==> src/rtl/serial_pkg.sv <==
// Shared definitions for the bit-serial link (serializer and matching deserializer).
package serial_pkg;

   // Controller states of the serial transmit/receive engines
   typedef enum logic {
      ST_IDLE  = 1'b0,
      ST_SHIFT = 1'b1
   } state_t;

   // Bit-order selectors for the MSB_FIRST parameter
   localparam bit MSB = 1'b1;
   localparam bit LSB = 1'b0;

   // Width of a counter that must hold the values 0..modulus-1.
   // A modulus of 1 still needs one bit so the port never collapses to zero width.
   function automatic int cnt_width(input int modulus);
      return (modulus > 1) ? $clog2(modulus) : 1;
   endfunction

endpackage

==> src/rtl/mod_counter.sv <==
// Modulo-WIDTH up counter with synchronous clear, zero-load and terminal flag.
module mod_counter
   import serial_pkg::*;
#(
   parameter int WIDTH = 8,
   parameter int CW    = cnt_width(WIDTH)
) (
   input  logic          clk,
   input  logic          clr,
   input  logic          en,
   input  logic          load0,
   output logic [CW-1:0] count,
   output logic          at_max
);

   localparam logic [CW-1:0] MAX_VAL = CW'(WIDTH - 1);

   // Terminal value flag, used by the parent to recognise the final bit
   assign at_max = (count == MAX_VAL);

   // Count register: clear wins, then an explicit restart at zero, then wrap-around increment
   always_ff @(posedge clk) begin
      if (clr) begin
         count <= '0;
      end else if (load0) begin
         count <= '0;
      end else if (en) begin
         count <= at_max ? '0 : count + CW'(1);
      end
   end

endmodule

==> src/rtl/piso_serializer.sv <==
// Parallel-in/serial-out transmitter: takes a WIDTH-bit word on load/ready and
// emits it one bit per clock with valid/last/done framing.
module piso_serializer
   import serial_pkg::*;
#(
   parameter int WIDTH     = 8,
   parameter bit MSB_FIRST = MSB
) (
   input  logic             clk,
   input  logic             clr,
   input  logic [WIDTH-1:0] D,
   input  logic             load,
   output logic             ready,
   output logic             sout,
   output logic             sout_valid,
   output logic             last,
   output logic             done
);

   localparam int            CW      = cnt_width(WIDTH);
   localparam logic [CW-1:0] PENULT  = CW'(WIDTH - 2);

   state_t           state;
   state_t           state_nx;
   logic [WIDTH-1:0] shreg;
   logic [WIDTH-1:0] shreg_nx;
   logic             sout_nx;
   logic             valid_nx;
   logic             last_nx;
   logic             done_nx;
   logic             accept;
   logic             cnt_en;
   logic             cnt_load0;
   logic [CW-1:0]    count;
   logic             at_max;

   // Bit counter: tracks which position of the transmit order is currently on sout
   mod_counter #(
      .WIDTH (WIDTH),
      .CW    (CW)
   ) u_bit_counter (
      .clk    (clk),
      .clr    (clr),
      .en     (cnt_en),
      .load0  (cnt_load0),
      .count  (count),
      .at_max (at_max)
   );

   // Ready is the only unregistered output: idle, or presenting the final bit of a word
   assign ready  = (state == ST_IDLE) || ((state == ST_SHIFT) && at_max);
   assign accept = load && ready;

   // Next-state and next-output decode; the shift register always holds the
   // not-yet-sent bits aligned so the next one sits at the outgoing end
   always_comb begin
      state_nx  = state;
      shreg_nx  = shreg;
      sout_nx   = 1'b0;
      valid_nx  = 1'b0;
      last_nx   = 1'b0;
      done_nx   = last;
      cnt_en    = 1'b0;
      cnt_load0 = 1'b0;

      case (state)
         ST_IDLE: begin
            if (accept) begin
               state_nx  = ST_SHIFT;
               cnt_load0 = 1'b1;
               valid_nx  = 1'b1;
               if (MSB_FIRST) begin
                  sout_nx  = D[WIDTH-1];
                  shreg_nx = {D[WIDTH-2:0], 1'b0};
               end else begin
                  sout_nx  = D[0];
                  shreg_nx = {1'b0, D[WIDTH-1:1]};
               end
            end
         end

         ST_SHIFT: begin
            if (at_max) begin
               if (accept) begin
                  state_nx  = ST_SHIFT;
                  cnt_load0 = 1'b1;
                  valid_nx  = 1'b1;
                  if (MSB_FIRST) begin
                     sout_nx  = D[WIDTH-1];
                     shreg_nx = {D[WIDTH-2:0], 1'b0};
                  end else begin
                     sout_nx  = D[0];
                     shreg_nx = {1'b0, D[WIDTH-1:1]};
                  end
               end else begin
                  state_nx  = ST_IDLE;
                  cnt_load0 = 1'b1;
                  shreg_nx  = '0;
               end
            end else begin
               cnt_en   = 1'b1;
               valid_nx = 1'b1;
               last_nx  = (count == PENULT);
               if (MSB_FIRST) begin
                  sout_nx  = shreg[WIDTH-1];
                  shreg_nx = {shreg[WIDTH-2:0], 1'b0};
               end else begin
                  sout_nx  = shreg[0];
                  shreg_nx = {1'b0, shreg[WIDTH-1:1]};
               end
            end
         end

         default: begin
            state_nx = ST_IDLE;
         end
      endcase
   end

   // State, shift register and framing outputs; clr aborts any word in flight
   always_ff @(posedge clk) begin
      if (clr) begin
         state      <= ST_IDLE;
         shreg      <= '0;
         sout       <= 1'b0;
         sout_valid <= 1'b0;
         last       <= 1'b0;
         done       <= 1'b0;
      end else begin
         state      <= state_nx;
         shreg      <= shreg_nx;
         sout       <= sout_nx;
         sout_valid <= valid_nx;
         last       <= last_nx;
         done       <= done_nx;
      end
   end

endmodule
==> config.mk <==
export PLATFORM = sky130hd
export DESIGN_NAME = piso_serializer
export DESIGN_NICKNAME = d
export VERILOG_FILES = /design/src/rtl/serial_pkg.sv /design/src/rtl/mod_counter.sv /design/src/rtl/piso_serializer.sv
export SDC_FILE = /design/constraint.sdc
export NUM_CORES = 1
export LEC_CHECK = 0
export BUFFER_PORTS_ARGS = -buffer_cell sky130_fd_sc_hd__buf_2
export CORE_MARGIN = 5
export CORE_UTILIZATION = 49
export CTS_CLUSTER_DIAMETER = 80
export DETAILED_ROUTE_END_ITERATION = 7
export GPL_TIMING_DRIVEN = 0
export PLACE_DENSITY = 0.74
export SYNTH_ARGS = -nofsm -noshare
export SYNTH_HDL_FRONTEND = slang
export SYNTH_SLANG_ARGS = --single-unit
==> constraint.sdc <==
create_clock -name clk -period 1.8 [get_ports clk]
set_input_delay 0.36 -clock clk [delete_from_list [all_inputs] [get_ports clk]]
set_output_delay 0.36 -clock clk [all_outputs]
set_load 0.02 [all_outputs]
-- Word level (Yosys, flattened, before mapping)
Cells that the tools add are included.
- add/subtract/negate cells: 1
- reduce and logical (&&, ||, !) cells: 5
- equal/unequal tests: 3
- bitwise gates (word level): 1
- mux-type cells: 15
- operators with widths (cell ; number):
    $mux W8 ; 3
    $pmux W8 S2 ; 1
    $mux W1 ; 7
    $eq A3 B3 Y1 const B ; 2
    $pmux W1 S2 ; 3
    $add A3 B1 Y3 const B ; 1
    $mux W3 ; 1
    $reduce_or A3 Y1 ; 1
    $logic_and A1 B1 Y1 ; 2
    $ne A2 B2 Y1 const B ; 1
    $reduce_or A2 Y1 ; 1
    $logic_or A1 B1 Y1 ; 1
    $not A1 Y1 ; 1
- output and inout port bits: 5
- word-level logic and storage cells: 31
- input port bits: 11
- register bits: 15

-- Depth between registers and ports, before layout
- depth after elaboration: 7
- mapped depth: 7
- mapped depth without buffers: 6

-- Modules after synthesis
A second synthesis with hierarchy kept.
- cells, all modules: 67
- area total of the unflattened synthesis: 681.9 µm²
- modules (own cells, without submodules) (module ; area each (µm²) ; cells each ; times used ; sequential area each (µm²)):
    piso_serializer ; 539.3 ; 55 ; 1 ; 220.2
    mod_counter ; 142.6 ; 12 ; 1 ; 60.1

-- Worst setup path before layout
Ideal clock, no wire load.
- kind: register to output
- from: register u_bit_counter.count[0]
- to: output port ready
- cell stages (with the launch flop): 6
- path slack: 429 ps
- arrival: 1011 ps
- data required time: 1440 ps
- buffers on the path: 1
- path through: dfxtp_1 -> ha_1 -> ha_1 -> nor2b_4 -> buf_6 -> inv_2
- cells in the longest elaborated chain, start to end: 3
- ends and longest elaborated chain (what ; line ; text):
    from (decl) ; mod_counter.sv:12 ; output logic [CW-1:0] count,
    from (signal assigned) ; mod_counter.sv:28 ; count <= at_max ? '0 : count + CW'(1);
    $eq A3 B3 Y1 ; mod_counter.sv:19 ; assign at_max = (count == MAX_VAL);
    $logic_and A1 B1 Y1 ; piso_serializer.sv:51 ; assign ready = (state == ST_IDLE) || ((state == ST_SHIFT) && at_max);
    $logic_or A1 B1 Y1 ; piso_serializer.sv:51 ;
    to (decl) ; piso_serializer.sv:13 ; output logic ready,
No other way between the ends.

-- Worst setup path after layout
Ends and elaborated chain as after synthesis.

==> report_table.html <==
<table>
<tr><th>Metric</th><th>Value</th></tr>
<tr><th colspan="2">Route</th></tr>
<tr><td>Final wirelength</td><td>roughly 1.4 mm</td></tr>
<tr><td>Final routed wire length divided by cell count</td><td>~13 um</td></tr>
<tr><td>Iteration-0 DRC Markers</td><td>18</td></tr>
<tr><td>DRT antenna net count</td><td>0</td></tr>
<tr><td>Via count</td><td>~600</td></tr>
<tr><td>Routed vias/inst</td><td>about 5.5</td></tr>
<tr><td>Initial DRT Pass Iterations</td><td>6</td></tr>
<tr><td># DRC</td><td>0</td></tr>
<tr><th colspan="2">Synth</th></tr>
<tr><td>Mux share of post-synthesis cell area</td><td>0%</td></tr>
<tr><td>Synthesis warning total</td><td>0</td></tr>
<tr><td>Total nets after synthesis</td><td>85</td></tr>
<tr><td>Largest family of logic cells by synthesized area</td><td>simple AND/OR/NAND/NOR gates</td></tr>
<tr><td>Proportion of synthesized chip area in sequential cells</td><td>between 40% and 50%</td></tr>
<tr><td>Flop and latch count out of synthesis</td><td>14</td></tr>
<tr><td>Synthesized area per cell</td><td>9.111 um2</td></tr>
<tr><td>Number of distinct library cell variants in the gate-level netlist after synthesis</td><td>23</td></tr>
<tr><td>Post-synthesis share of cell area spent on xor and xnor gates</td><td>0%</td></tr>
<tr><td>Compound-gate portion of the synthesized area</td><td>about 16%</td></tr>
<tr><td>Main area contributors after synthesis</td><td>sky130_fd_sc_hd__dfxtp_1, sky130_fd_sc_hd__a222oi_1, sky130_fd_sc_hd__nor2_1</td></tr>
<tr><td>Fraction of post-synthesis cell area in the top cell type by area</td><td>between 40% and 50%</td></tr>
<tr><td>Synthesized instance count</td><td>slightly above 70</td></tr>
<tr><td>Post-synthesis adder-cell area fraction</td><td>between 5 and 6%</td></tr>
<tr><td>Simple-gate share of the synthesized area</td><td>between 20% and 30%</td></tr>
<tr><td>Library cell occupying the most area in the post-synthesis netlist</td><td>sky130_fd_sc_hd__dfxtp_1</td></tr>
<tr><td>Synthesized area</td><td>between 600 and 700 um2</td></tr>
<tr><th colspan="2">CTS</th></tr>
<tr><td>TritonCTS buffer count</td><td>3</td></tr>
<tr><td>Clock latency on the worst-skew pair</td><td>0.28 ns</td></tr>
<tr><td>Clock-pin slew on the worst setup and hold paths</td><td>approximately 0.08 ns</td></tr>
<tr><td>Number of clock sinks</td><td>14</td></tr>
<tr><td>Root buffer selected by CTS</td><td>sky130_fd_sc_hd__clkbuf_4</td></tr>
<tr><td>CTS tree</td><td>yes</td></tr>
<tr><td>CTS Hold Bufs</td><td>0</td></tr>
<tr><td>Max clock buf depth</td><td>2</td></tr>
<tr><td>Number of levels the H-tree was split into</td><td>1</td></tr>
<tr><th colspan="2">Hold path</th></tr>
<tr><td>Min-Delay Path Class</td><td>in -&gt; reg</td></tr>
<tr><th colspan="2">Floorplanning</th></tr>
<tr><td>Die boundary width</td><td>46.34 um</td></tr>
<tr><td>Area of the die</td><td>2147 um2</td></tr>
<tr><td>Core Region</td><td>about 1300 um2</td></tr>
<tr><td>Row count</td><td>13</td></tr>
<tr><td>Count of pins on the block boundary</td><td>16</td></tr>
<tr><td>Effective utilization at floorplan</td><td>about half</td></tr>
<tr><td>Chip height</td><td>roughly 46 um</td></tr>
<tr><th colspan="2">Global route</th></tr>
<tr><td>Antenna violations before repair</td><td>0</td></tr>
<tr><td>GRT Total Usage</td><td>15.98%</td></tr>
<tr><td>Pin count of the biggest net entering global routing</td><td>11</td></tr>
<tr><td>Via count of the first global-routing pass</td><td>between 500 and 600</td></tr>
<tr><td>First-pass GRT wire length</td><td>between 2 and 2.5 mm</td></tr>
<tr><td>Aggregate global routing overflow</td><td>0</td></tr>
<tr><th colspan="2">Final layout</th></tr>
<tr><td>Final net count</td><td>roughly 110</td></tr>
<tr><td>Cell area after layout</td><td>between 800 and 900 um2</td></tr>
<tr><td>Area occupied by multi-input gates</td><td>between 300 and 400 um2</td></tr>
<tr><td>Share of post-route cells with drive strength above 1</td><td>34.07%</td></tr>
<tr><td>Post-synthesis to final-layout area growth</td><td>24.37%</td></tr>
<tr><td>Sequential cell area in the final layout</td><td>about 280 um2</td></tr>
<tr><td>Filler cell count</td><td>118</td></tr>
<tr><td>Core utilization of the finished layout</td><td>approximately 63%</td></tr>
<tr><td>Final Instance Count excl. Fillers</td><td>106</td></tr>
<tr><td>Final antenna diode count</td><td>0</td></tr>
<tr><th colspan="2">Setup path</th></tr>
<tr><td>Flop-to-flop setup slack</td><td>0.26 ns</td></tr>
<tr><td>Worst EP required</td><td>1.44 ns</td></tr>
<tr><td>Type of element launching the critical path</td><td>register</td></tr>
<tr><td>First element of the critical path</td><td>u_bit_counter.count[0]</td></tr>
<tr><td>Worst setup path class</td><td>reg -&gt; out</td></tr>
<tr><td>Crit path capture type</td><td>output pin</td></tr>
<tr><td>Reg2reg start</td><td>u_bit_counter.count[0]</td></tr>
<tr><td>Critical register-to-register path endpoint</td><td>shreg[7]</td></tr>
<tr><td>Largest driver fanout on the critical path</td><td>5</td></tr>
<tr><td>WP data arrival</td><td>~1.4 ns</td></tr>
<tr><td>Worst Setup EP</td><td>ready</td></tr>
<tr><td>Reg2Reg Depth</td><td>7</td></tr>
<tr><th colspan="2">Power</th></tr>
<tr><td>Worst IR Drop VDD</td><td>about 0.50 mV</td></tr>
<tr><td>Power per Cell Area</td><td>between 800 and 900 nW/um2</td></tr>
<tr><td>Pleak</td><td>0.0003607 uW</td></tr>
<tr><th colspan="2">Timing</th></tr>
<tr><td>Total of endpoints with negative setup slack in the final report</td><td>0</td></tr>
<tr><td>Post-route minimum period</td><td>between 1.5 and 2 ns</td></tr>
<tr><td>Final hold violations</td><td>0</td></tr>
<tr><td>Max frequency</td><td>between 0.5 and 0.6 GHz</td></tr>
<tr><td>Largest clock skew in the final design</td><td>around 0.0028 ns</td></tr>
<tr><td>Number of slew-limit violations in the final report</td><td>0</td></tr>
<tr><td>Headroom to the max-slew limit</td><td>between 80% and 90%</td></tr>
<tr><td>Fraction of the cycle the final worst path needs</td><td>96.67%</td></tr>
<tr><td>Worst slew pin tran</td><td>slightly below 0.3 ns</td></tr>
<tr><th colspan="2">Status</th></tr>
<tr><td>Status</td><td>finished clean</td></tr>
<tr><th colspan="2">Placed design</th></tr>
<tr><td>HPWL reported at the end of detailed placement</td><td>1.034 mm</td></tr>
<tr><td>Placed standard-cell area</td><td>between 700 and 800 um2</td></tr>
<tr><td>Cells after DPL</td><td>101</td></tr>
<tr><td>Buffers added on ports</td><td>15</td></tr>
<tr><td>Final weighted congestion in routability-driven placement</td><td>0.7569</td></tr>
<tr><th colspan="2">Job</th></tr>
<tr><td>Number of max-capacitance violations reported</td><td>0</td></tr>
</table>
[power breakdown]
group          internal (uW)  leakage (uW)  total, uW  switching (uW)
Sequential               327      0.000116        338            10.8
Combinational           46.5      0.000224       98.7            52.2
Clock                    123     0.0000210        223             100
[synth_stat cells]
library cell,instances
sky130_fd_sc_hd__a222oi_1,5
sky130_fd_sc_hd__dfxtp_1,14
sky130_fd_sc_hd__a211oi_2,1
sky130_fd_sc_hd__o32a_1,1
sky130_fd_sc_hd__nand3_1,1
sky130_fd_sc_hd__inv_1,3
sky130_fd_sc_hd__and2_1,1
sky130_fd_sc_hd__a32oi_1,1
sky130_fd_sc_hd__or2b_1,5
sky130_fd_sc_hd__nand3b_1,2
sky130_fd_sc_hd__o21ai_0,1
sky130_fd_sc_hd__a21oi_1,4
sky130_fd_sc_hd__nor2_1,11
sky130_fd_sc_hd__buf_6,2
sky130_fd_sc_hd__inv_2,1
sky130_fd_sc_hd__nor2b_4,1
sky130_fd_sc_hd__nor3_1,6
sky130_fd_sc_hd__buf_2,1
sky130_fd_sc_hd__nor2b_1,1
sky130_fd_sc_hd__or2_2,1
sky130_fd_sc_hd__clkbuf_1,1
sky130_fd_sc_hd__ha_1,3
sky130_fd_sc_hd__nand2_1,4
[worst max-delay path: stages, from the launching register on]
cell	delay, ns
sky130_fd_sc_hd__dfxtp_2	0.34
sky130_fd_sc_hd__ha_2	0.19
sky130_fd_sc_hd__ha_4	0.17
sky130_fd_sc_hd__nor2b_4	0.10
sky130_fd_sc_hd__buf_6	0.10
sky130_fd_sc_hd__inv_2	0.05
sky130_fd_sc_hd__buf_4	0.15
[kinds of logic after synthesis]
family	count (synthesis)
AOI/OAI and AO/OA	13
adders and majority gates	3
buffers and inverters	8
DFF	14
and+or+nand+nor	33
[worst min path at each step]
stage	startpoint	endpoint	slack [ns]	cells past startpoint
final	clr	shreg[2]	0.31	2
after global routing	clr	done	0.31	2
after CTS	clr	done	0.31	2
after detailed placement	shreg[7]	sout	0.45	2
after global placement	last	done	0.44	1
after floorplan	u_bit_counter.count[2]	last	0.43	2
[cells in the final DEF, fill, tap and decap left out, drive strengths merged, types with 2 or more instances in the layout]
cell	synthesis	final
a21oi	4	4
a222oi	5	5
buf	3	19
clkbuf	1	5
dfxtp	14	14
ha	3	3
inv	4	4
nand2	4	4
nand3b	2	2
nor2	11	11
nor2b	2	2
nor3	6	6
or2b	5	5
[per-stage QoR]
stage | hold WS (ns) | setup TNS (ns) | total power [uW] | worst slack [ns]
6_report | 0.3113 | 0 | 659.7 | 0.05990
5_1_grt | 0.3077 | -0.005694 | 703.0 | -0.005694
4_1_cts | 0.3057 | 0 | 663.7 | 0.01301
3_5_place_dp | 0.4455 | 0 | 440.1 | 0.2234
3_3_place_gp | 0.4357 | 0 | 437.3 | 0.2194
2_1_floorplan | 0.4316 | 0 | 407.7 | 0.4287
[registers in the layout, summed over array words and instances (netlist names)]
signal,cells
done,1
last,1
shreg,7
sout,1
state,1
u_bit_counter.count,3
[what timing repair did]
item	CTS	global route
setup endpoints to repair	1	1
gates resized for setup	1	5
cloned	0	0
pin swaps	0	0
buffers inserted	1	0
[final cells by class]
type / count / area share [%]
clock buffer: 4 / 4.510
multi-input combinational: 49 / 41.68
sequential: 14 / 35.15
buffer: 4 / 3.888
tap: 15 / 2.333
timing repair buffer: 16 / 10.58
inverter: 4 / 1.866
[per-layer routing]
metal	track usage, %	vias to the layer above	share of wire [%]
met5	0	-	0
met4	6.818	0	1.7
met3	4.688	4	6.7
met2	22.80	19	47
met1	22.01	267	45
li1	-	294	-
No activity file was read; power rests on OpenSTA's default activity.
